--- config.mk ---
export PLATFORM = sky130hd
export DESIGN_NAME = fetch_queue_pc_flat
export DESIGN_NICKNAME = d
export VERILOG_FILES = /design/src/rtl/fetch_queue_pc_pkg.sv /design/src/rtl/fetch_queue_pc_if.sv /design/src/rtl/fetch_queue_pc_fetch_fifo.sv /design/src/rtl/fetch_queue_pc.sv /design/src/flat_wrapper.sv
export SDC_FILE = /design/constraint.sdc
export NUM_CORES = 1
export LEC_CHECK = 0
export ABC_AREA = 1
export BUFFER_PORTS_ARGS = -buffer_cell sky130_fd_sc_hd__clkbuf_2
export CAP_MARGIN = 20
export CORE_ASPECT_RATIO = 2
export CORE_UTILIZATION = 52
export CTS_BUF_LIST = sky130_fd_sc_hd__clkbuf_4
export DETAILED_ROUTE_END_ITERATION = 16
export GPL_TIMING_DRIVEN = 1
export PLACE_DENSITY = 0.78
export RECOVER_POWER = 25
export SYNTH_ARGS = -nofsm -noshare
export SYNTH_HDL_FRONTEND = slang
export SYNTH_SLANG_ARGS = --single-unit
export TNS_END_PERCENT = 10
--- constraint.sdc ---
create_clock -name clk -period 12.7 [get_ports clk]
set_input_delay 1.905 -clock clk [delete_from_list [all_inputs] [get_ports clk]]
set_output_delay 1.905 -clock clk [all_outputs]
set_load 0.02 [all_outputs]
--- src/rtl/fetch_queue_pc_pkg.sv ---
// Shared types for the fetch front end: bus request/response, exception causes
// and the prefetch queue entry.
package fetch_queue_pc_pkg;

  localparam int MAX_PC_W = 64;

  typedef enum logic [4:0] {
    INSTRUCTION_ADDRESS_MISALIGNED = 5'd0,
    INSTRUCTION_ACCESS_FAULT       = 5'd1,
    ILLEGAL_INSTRUCTION            = 5'd2,
    INT_SOFTWARE                   = 5'd3,
    INT_TIMER                      = 5'd7,
    INT_EXTERNAL                   = 5'd11
  } exception_t;

  typedef struct packed {
    logic [MAX_PC_W-1:0] addr;
    logic                valid;
  } ibus_req_t;

  typedef struct packed {
    logic        addr_ok;
    logic        data_ok;
    logic [31:0] data;
  } ibus_resp_t;

  typedef struct packed {
    logic [MAX_PC_W-1:0] pc;
    logic [31:0]         instr;
    logic                exc_valid;
    exception_t          exc;
  } fetch_entry_t;

  typedef enum logic [1:0] {
    IDLE    = 2'd0,
    REQ     = 2'd1,
    DISCARD = 2'd2,
    HALT    = 2'd3
  } fetch_state_t;

endpackage

--- src/rtl/fetch_queue_pc_if.sv ---
// Fetch front-end signal bundle: instruction bus, redirect/interrupt inputs
// and the valid/ready port towards decode.
interface fetch_queue_pc_if #(
  parameter int PC_W = 64
);
  fetch_queue_pc_pkg::ibus_req_t  ibus_req;
  fetch_queue_pc_pkg::ibus_resp_t ibus_resp;
  logic                           redirect_valid;
  logic [PC_W-1:0]                redirect_pc;
  logic                           int_pending;
  fetch_queue_pc_pkg::exception_t int_cause;
  logic                           out_valid;
  logic                           out_ready;
  logic [PC_W-1:0]                out_pc;
  logic [31:0]                    out_instr;
  logic                           out_exc_valid;
  fetch_queue_pc_pkg::exception_t out_exc;

  modport master (
    output ibus_req, out_valid, out_pc, out_instr, out_exc_valid, out_exc,
    input  ibus_resp, redirect_valid, redirect_pc, int_pending, int_cause, out_ready
  );

  modport slave (
    input  ibus_req, out_valid, out_pc, out_instr, out_exc_valid, out_exc,
    output ibus_resp, redirect_valid, redirect_pc, int_pending, int_cause, out_ready
  );
endinterface

--- src/rtl/fetch_queue_pc_fetch_fifo.sv ---
// Prefetch queue: power-of-two ring buffer with registered head.
// Flush beats push; push into a full queue is accepted only alongside a pop.
module fetch_fifo
  import fetch_queue_pc_pkg::*;
#(
  parameter int  DEPTH   = 4,
  parameter type entry_t = fetch_entry_t
) (
  input  logic                   clk,
  input  logic                   rst,
  input  logic                   push,
  input  logic                   pop,
  input  logic                   flush,
  input  entry_t                 push_data,
  output entry_t                 head,
  output logic [$clog2(DEPTH):0] count,
  output logic                   empty,
  output logic                   full
);
  localparam int AW    = $clog2(DEPTH);
  localparam int CNT_W = AW + 1;

  entry_t          mem [DEPTH];
  logic [AW-1:0]   wr_ptr, rd_ptr;
  logic            do_push, do_pop;

  assign empty   = (count == '0);
  assign full    = (count == CNT_W'(DEPTH));
  assign do_pop  = pop && !empty;
  assign do_push = push && (!full || do_pop);
  assign head    = mem[rd_ptr];

  always_ff @(posedge clk or negedge rst) begin
    if (!rst) begin
      wr_ptr <= '0;
      rd_ptr <= '0;
      count  <= '0;
    end else if (flush) begin
      wr_ptr <= '0;
      rd_ptr <= '0;
      count  <= '0;
    end else begin
      if (do_push) wr_ptr <= wr_ptr + AW'(1);
      if (do_pop)  rd_ptr <= rd_ptr + AW'(1);
      count <= count + CNT_W'(do_push) - CNT_W'(do_pop);
    end
  end

  always_ff @(posedge clk) begin
    if (do_push) mem[wr_ptr] <= push_data;
  end

endmodule

--- src/rtl/fetch_queue_pc.sv ---
// Fetch front end: PC generator issuing one instruction-bus request at a time
// into a prefetch queue, with redirect, misaligned-target and interrupt handling.
//
// state   | meaning
// IDLE    | ready to issue at fetch_pc, or raise a misaligned exception
// REQ     | request outstanding, reply will be queued
// DISCARD | request outstanding, reply will be dropped (after redirect/interrupt)
// HALT    | no fetching until a redirect
module fetch_queue_pc
  import fetch_queue_pc_pkg::*;
#(
  parameter int          PC_W   = 64,
  parameter int          DEPTH  = 4,
  parameter logic [63:0] PCINIT = 64'h8000_0000
) (
  input logic              clk,
  input logic              rst,
  fetch_queue_pc_if.master bus
);
  localparam int CNT_W = $clog2(DEPTH) + 1;

  fetch_state_t     state, state_nxt;
  logic [PC_W-1:0]  fetch_pc, req_addr, int_pc;
  logic             to_halt, int_valid;
  exception_t       int_exc;
  logic             req_active, handshake, misaligned, has_slot;
  logic             flush, push, pop, issue;
  fetch_entry_t     push_entry, head;
  logic [CNT_W-1:0] count;
  logic             empty, full;

  assign req_active = (state == REQ) || (state == DISCARD);
  assign handshake  = req_active && bus.ibus_resp.addr_ok && bus.ibus_resp.data_ok;
  assign misaligned = |fetch_pc[1:0];
  assign has_slot   = count < CNT_W'(DEPTH);
  assign flush      = bus.redirect_valid || bus.int_pending;
  assign pop        = bus.out_ready && !int_valid;

  always_ff @(posedge clk or negedge rst) begin
    if (!rst) state <= IDLE;
    else      state <= state_nxt;
  end

  always_comb begin
    state_nxt = state;
    if (bus.redirect_valid) begin
      state_nxt = (req_active && !handshake) ? DISCARD : IDLE;
    end else if (bus.int_pending) begin
      state_nxt = (req_active && !handshake) ? DISCARD : HALT;
    end else begin
      case (state)
        IDLE: begin
          if (misaligned && !full)         state_nxt = HALT;
          else if (!misaligned && has_slot) state_nxt = REQ;
        end
        REQ:     if (handshake) state_nxt = IDLE;
        DISCARD: if (handshake) state_nxt = to_halt ? HALT : IDLE;
        default: state_nxt = state;
      endcase
    end
  end

  always_comb begin
    push       = 1'b0;
    issue      = 1'b0;
    push_entry = '{pc: MAX_PC_W'(fetch_pc), instr: bus.ibus_resp.data,
                   exc_valid: 1'b0, exc: INSTRUCTION_ADDRESS_MISALIGNED};
    if (!flush) begin
      case (state)
        IDLE: begin
          if (misaligned) begin
            if (!full) begin
              push                 = 1'b1;
              push_entry.instr     = '0;
              push_entry.exc_valid = 1'b1;
            end
          end else if (has_slot) begin
            issue = 1'b1;
          end
        end
        REQ:     push = handshake;
        default: push = 1'b0;
      endcase
    end
  end

  // req_addr freezes the outstanding address so a redirect cannot disturb it
  always_ff @(posedge clk or negedge rst) begin
    if (!rst) begin
      fetch_pc <= PCINIT[PC_W-1:0];
      req_addr <= PCINIT[PC_W-1:0];
      to_halt  <= 1'b0;
    end else begin
      if (bus.redirect_valid)                fetch_pc <= bus.redirect_pc;
      else if (push && !push_entry.exc_valid) fetch_pc <= fetch_pc + PC_W'(4);
      if (issue) req_addr <= fetch_pc;
      if (bus.redirect_valid)   to_halt <= 1'b0;
      else if (bus.int_pending) to_halt <= 1'b1;
    end
  end

  always_ff @(posedge clk or negedge rst) begin
    if (!rst) begin
      int_valid <= 1'b0;
      int_pc    <= PCINIT[PC_W-1:0];
      int_exc   <= INSTRUCTION_ADDRESS_MISALIGNED;
    end else if (bus.redirect_valid) begin
      int_valid <= 1'b0;
    end else if (bus.int_pending) begin
      int_valid <= 1'b1;
      int_pc    <= empty ? fetch_pc : head.pc[PC_W-1:0];
      int_exc   <= bus.int_cause;
    end else if (bus.out_ready) begin
      int_valid <= 1'b0;
    end
  end

  fetch_fifo #(
    .DEPTH   (DEPTH),
    .entry_t (fetch_entry_t)
  ) u_fifo (
    .clk       (clk),
    .rst       (rst),
    .push      (push),
    .pop       (pop),
    .flush     (flush),
    .push_data (push_entry),
    .head      (head),
    .count     (count),
    .empty     (empty),
    .full      (full)
  );

  assign bus.ibus_req      = '{addr: MAX_PC_W'(req_addr), valid: req_active};
  assign bus.out_valid     = int_valid || !empty;
  assign bus.out_pc        = int_valid ? int_pc : head.pc[PC_W-1:0];
  assign bus.out_instr     = int_valid ? 32'd0 : head.instr;
  assign bus.out_exc_valid = int_valid || (!empty && head.exc_valid);
  assign bus.out_exc       = int_valid ? int_exc : head.exc;

endmodule

--- src/flat_wrapper.sv ---
// flat-port wrapper written by rule: the top's interface ports become plain ports
module fetch_queue_pc_flat import fetch_queue_pc_pkg::*;
#(
  parameter int          PC_W   = 64,
  parameter int          DEPTH  = 4,
  parameter logic [63:0] PCINIT = 64'h8000_0000
)
  (clk, rst, bus_ibus_req, bus_out_valid, bus_out_pc, bus_out_instr, bus_out_exc_valid, bus_out_exc, bus_ibus_resp, bus_redirect_valid, bus_redirect_pc, bus_int_pending, bus_int_cause, bus_out_ready);
  fetch_queue_pc_if #(.PC_W(PC_W)) bus_i ();
  input logic clk;
  input logic rst;
  output wire logic [$bits(bus_i.ibus_req)-1:0] bus_ibus_req;
  output wire logic [$bits(bus_i.out_valid)-1:0] bus_out_valid;
  output wire logic [$bits(bus_i.out_pc)-1:0] bus_out_pc;
  output wire logic [$bits(bus_i.out_instr)-1:0] bus_out_instr;
  output wire logic [$bits(bus_i.out_exc_valid)-1:0] bus_out_exc_valid;
  output wire logic [$bits(bus_i.out_exc)-1:0] bus_out_exc;
  input wire logic [$bits(bus_i.ibus_resp)-1:0] bus_ibus_resp;
  input wire logic [$bits(bus_i.redirect_valid)-1:0] bus_redirect_valid;
  input wire logic [$bits(bus_i.redirect_pc)-1:0] bus_redirect_pc;
  input wire logic [$bits(bus_i.int_pending)-1:0] bus_int_pending;
  input wire logic [$bits(bus_i.int_cause)-1:0] bus_int_cause;
  input wire logic [$bits(bus_i.out_ready)-1:0] bus_out_ready;
  assign bus_ibus_req = bus_i.ibus_req;
  assign bus_out_valid = bus_i.out_valid;
  assign bus_out_pc = bus_i.out_pc;
  assign bus_out_instr = bus_i.out_instr;
  assign bus_out_exc_valid = bus_i.out_exc_valid;
  assign bus_out_exc = bus_i.out_exc;
  assign bus_i.ibus_resp = bus_ibus_resp;
  assign bus_i.redirect_valid = bus_redirect_valid;
  assign bus_i.redirect_pc = bus_redirect_pc;
  assign bus_i.int_pending = bus_int_pending;
  assign bus_i.int_cause = bus_int_cause;
  assign bus_i.out_ready = bus_out_ready;
  fetch_queue_pc #(.PC_W(PC_W), .DEPTH(DEPTH), .PCINIT(PCINIT)) u_core (.clk(clk), .rst(rst), .bus(bus_i));
endmodule
==> metrics.json <==
{
  "status": {
    "run_status": "finished, violations left",
    "failing_checks": "max-capacitance violations, max-slew violations"
  },
  "logic_synthesis": {
    "ys_types": 43,
    "synth_fp_nets": 3005,
    "yosysWarningCount": 0,
    "synth_top_area_cell": "sky130_fd_sc_hd__edfxtp_1",
    "synth_enable_flop_cells": 388,
    "postSynthCellCount": 2886,
    "synth.ff_latch_count": 596,
    "post_synthesis_instance_area_sq_um": 26900,
    "ys_async_sr_fraction_pct": 34.9,
    "synth_seq_area_share_pct": 62.7,
    "ys_top_cells_by_area": "sky130_fd_sc_hd__edfxtp_1 43%, sky130_fd_sc_hd__dfrtp_1 19%, sky130_fd_sc_hd__nand2_1 12%, sky130_fd_sc_hd__nand3_1 6.1%, sky130_fd_sc_hd__nor2_1 5.7%",
    "dominantRegCellSynth": "sky130_fd_sc_hd__edfxtp_1",
    "yosys.area.top_type_share_pct": 43.3,
    "synthesis.area_per_instance_sq_um": 9.32
  },
  "placed_design": {
    "placement.setup.worst_slack_ns": 7.54,
    "gp_congestion": 0.993,
    "hpwlAfterDp_um": 52100,
    "placement.io_buffers": 275,
    "dp_cells": 3691
  },
  "sta": {
    "timing.clock.skew_ns": 0.0427,
    "finalCriticalPeriod_ns": 7.92,
    "max_slew_margin_pct": -258,
    "min_period_over_period_pct": 62.4,
    "setup_ws_ns": 4.78,
    "tightestPinTransition_ns": 5.37,
    "setup_total_negative_slack_ns": 0,
    "final-max-slew-violation-count": 145,
    "timing.final.hold_violations": 0,
    "setup_viol_count_final": 0,
    "max_clock_freq_ghz": 0.126,
    "grt_setup_unrepaired": "false"
  },
  "setup_path": {
    "critical-path-max-stage-delay_ns": 3.69,
    "critical_path.most_common_cell": "sky130_fd_sc_hd__clkbuf_1",
    "r2r_setup_slack_ns": 9.13,
    "endpoint": "u_core.req_addr[19]",
    "setup.worst_path.class": "in2async",
    "worst_setup_path_end_kind": "async pin",
    "crit_required_ns": 12.95,
    "rr_worst_depth": 10,
    "cell_type_group_with_the_largest_total_delay_on_the_critical_path": "buffers and inverters",
    "path_depth": 2,
    "arrival_time_of_data_at_the_critical_path_endpoint_ns": 8.17,
    "cp_slowest_cell": "sky130_fd_sc_hd__clkbuf_1",
    "critical_path.cell_chain": "clkbuf_1 > clkbuf_1",
    "worst-path-buf-inv": 2,
    "cp-start-kind": "input port",
    "critPathLaunch": "rst",
    "worstPathMaxFanout": 84,
    "r2r_end": "u_core.u_fifo.mem[3][35]",
    "regToRegStartpoint": "u_core.state[0]"
  },
  "finish": {
    "final.fill_count": 4417,
    "post_route_cells_drive_above_1_share_pct": 16.8,
    "layout.cells.non_filler": 3931,
    "regArea_sq_um": 16900,
    "multi_input_comb_area_sq_um": 8770,
    "utilization_pct": 59.9,
    "syn2layout_area_growth_pct": 13.4,
    "finalNetCount": 3290
  },
  "clock_tree": {
    "htreeDepth": 4,
    "tritoncts_clock_tree": "done",
    "cts_hold_buf": 0,
    "cts.root.buffer_cell": "sky130_fd_sc_hd__clkbuf_4",
    "clk_pin_slew_ns": 0.07,
    "clock_path_buffers": 3,
    "cts_repair_resize_count": 0,
    "clk_latency_ns": 0.86,
    "post-cts-setup-buffers": 0,
    "cts_num_sinks": 596,
    "cts_bufs_inserted": 132
  },
  "global_routing": {
    "grt_first_pass_wirelength_um": 123000,
    "groute.usage.overall_pct": 31.1,
    "grt_pass1_vias": 22400,
    "grt_start_max_net_pins": 99,
    "grt_antenna_before_repair": 1,
    "globalRoute.totalOverflow": 0
  },
  "job": {
    "drv.max_cap_violation_count": 2
  },
  "drt": {
    "post_drt_via_cell_ratio": 5.70,
    "post_drt_wl_per_cell_um": 20.6,
    "routed_wl_um": 81000,
    "ant_nets": 0,
    "drt_pre_antenna_iters": 6,
    "drc_errors": 0,
    "detailedRoute.firstIterationViolations": 1954,
    "route.vias.total": 22400
  },
  "floorplan": {
    "fp.dieH_um": 324,
    "core_sq_um": 50900,
    "initial_utilization_pct": 52.8,
    "die_width_um": 163,
    "io-pin-count": 276,
    "die_area_sq_um": 52700,
    "core.rowCount": 117
  },
  "pwr": {
    "max-vdd-ir-drop_mv": 0.107,
    "cellLeakagePower_nw": 13.0,
    "cellPowerDensity_nw_per_um2": 157
  },
  "worst_hold_path": {
    "hold_class": "reg2reg"
  }
}
registers in the layout, indices dropped and copies added (netlist names), 2 cells and up:
signal / flops
u_core.fetch_pc: 64
u_core.u_fifo.rd_ptr: 2
u_core.req_addr: 64
u_core.u_fifo.wr_ptr: 2
u_core.int_pc: 64
u_core.u_fifo.mem: 388
u_core.state: 2
u_core.u_fifo.count: 3
u_core.int_exc: 5
cell usage in the layout (no fill, tap or decap), drive strengths merged, types with 11 or more instances in the layout:
cell type  netlist  layout
dfrtp          205     205
edfxtp         388     388
clkinv           0      36
nor2           413     413
o21ai          184     184
inv            170     175
xor2            19      19
nand4           11      11
a21oi           42      42
o211ai          11      11
a31oi           65      65
nand3          330     330
nand2          856     856
clkbuf          85     469
buf             65      25
routing by layer:
metal | GRT usage [%] | up-vias | routed length [um]
met5 | 0 | - | 0
met2 | 54.8 | 1164 | 41800
met4 | 20.3 | 0 | 4850
met3 | 4.56 | 236 | 5890
li1 | - | 10300 | -
met1 | 34.9 | 10700 | 28400
cell families (layout without fill, tap and decap cells):
family                   count (synthesis)  count (layout)  synth area share [%]
AND/OR/NAND/NOR                       1620            1620                  24.6
flip-flops                             596             596                  62.7
buffers and inverters                  320             710                  4.87
AO/OA/AOI/OAI                          319             319                  6.68
XOR/XNOR                                20              20                 0.651
adder cells (fa/ha/maj)                 11              11                 0.540
other                                    0               1                     0
worst min path at each step:
stage | start | depth (start not counted) | slack, ns | endpoint
final | u_core.req_addr[31] | 2 | 0.47 | u_core.req_addr[31]
after global routing | u_core.int_exc[4] | 2 | 0.51 | u_core.int_exc[4]
after CTS | u_core.req_addr[31] | 2 | 0.48 | u_core.req_addr[31]
after detailed placement | u_core.req_addr[17] | 2 | 0.46 | u_core.req_addr[17]
after global placement | u_core.int_exc[3] | 2 | 0.45 | u_core.int_exc[3]
after floorplan | u_core.int_exc[0] | 2 | 0.44 | u_core.int_exc[0]
area by class of cell:
class	instances	area share, %
clock inverters	46	1.03
diodes	1	0.00821
clock buffers	193	4.75
flip-flops and latches	596	55.3
well taps	654	2.68
repair buffers	301	5.32
inverters	170	2.12
multi-input cells	1970	28.8
worst min-delay path, cell delays in order, from the launching register on:
cell and delay (ns):
sky130_fd_sc_hd__dfstp_2 0.37, sky130_fd_sc_hd__nand2_1 0.05, sky130_fd_sc_hd__nand2_1 0.05
metrics by stage:
step           total power, mW  hold WS, ns  cell area, sq um
2_1_floorplan             2.93        0.442             26900
3_3_place_gp              3.24        0.455             28700
3_5_place_dp              3.27        0.464             28700
4_1_cts                   4.80        0.478             30500
5_1_grt                   4.99        0.506             30500
6_report                  4.78        0.475             30500
synth_stat cells (4+ instances only):
cell and number:
sky130_fd_sc_hd__buf_4 4, sky130_fd_sc_hd__dfrtp_1 205, sky130_fd_sc_hd__clkbuf_1 85, sky130_fd_sc_hd__nand3_1 329
sky130_fd_sc_hd__xor2_1 19, sky130_fd_sc_hd__o21bai_1 8, sky130_fd_sc_hd__nand4_1 11, sky130_fd_sc_hd__nor3_1 8
sky130_fd_sc_hd__buf_6 5, sky130_fd_sc_hd__buf_1 22, sky130_fd_sc_hd__buf_2 33, sky130_fd_sc_hd__nor2_2 4
sky130_fd_sc_hd__a21oi_1 42, sky130_fd_sc_hd__inv_1 165, sky130_fd_sc_hd__nand2_1 852, sky130_fd_sc_hd__nor2_1 406
sky130_fd_sc_hd__o211ai_1 8, sky130_fd_sc_hd__edfxtp_1 388, sky130_fd_sc_hd__ha_1 10, sky130_fd_sc_hd__o21ai_0 179
sky130_fd_sc_hd__o21ai_2 4, sky130_fd_sc_hd__a31oi_1 64
power by group:
part           switching (mW)  internal, mW
clock                   0.739         0.804
combinational           0.538         0.243
sequential              0.173          2.28
total                    1.45          3.33
Power figures use the tool's default switching activity.
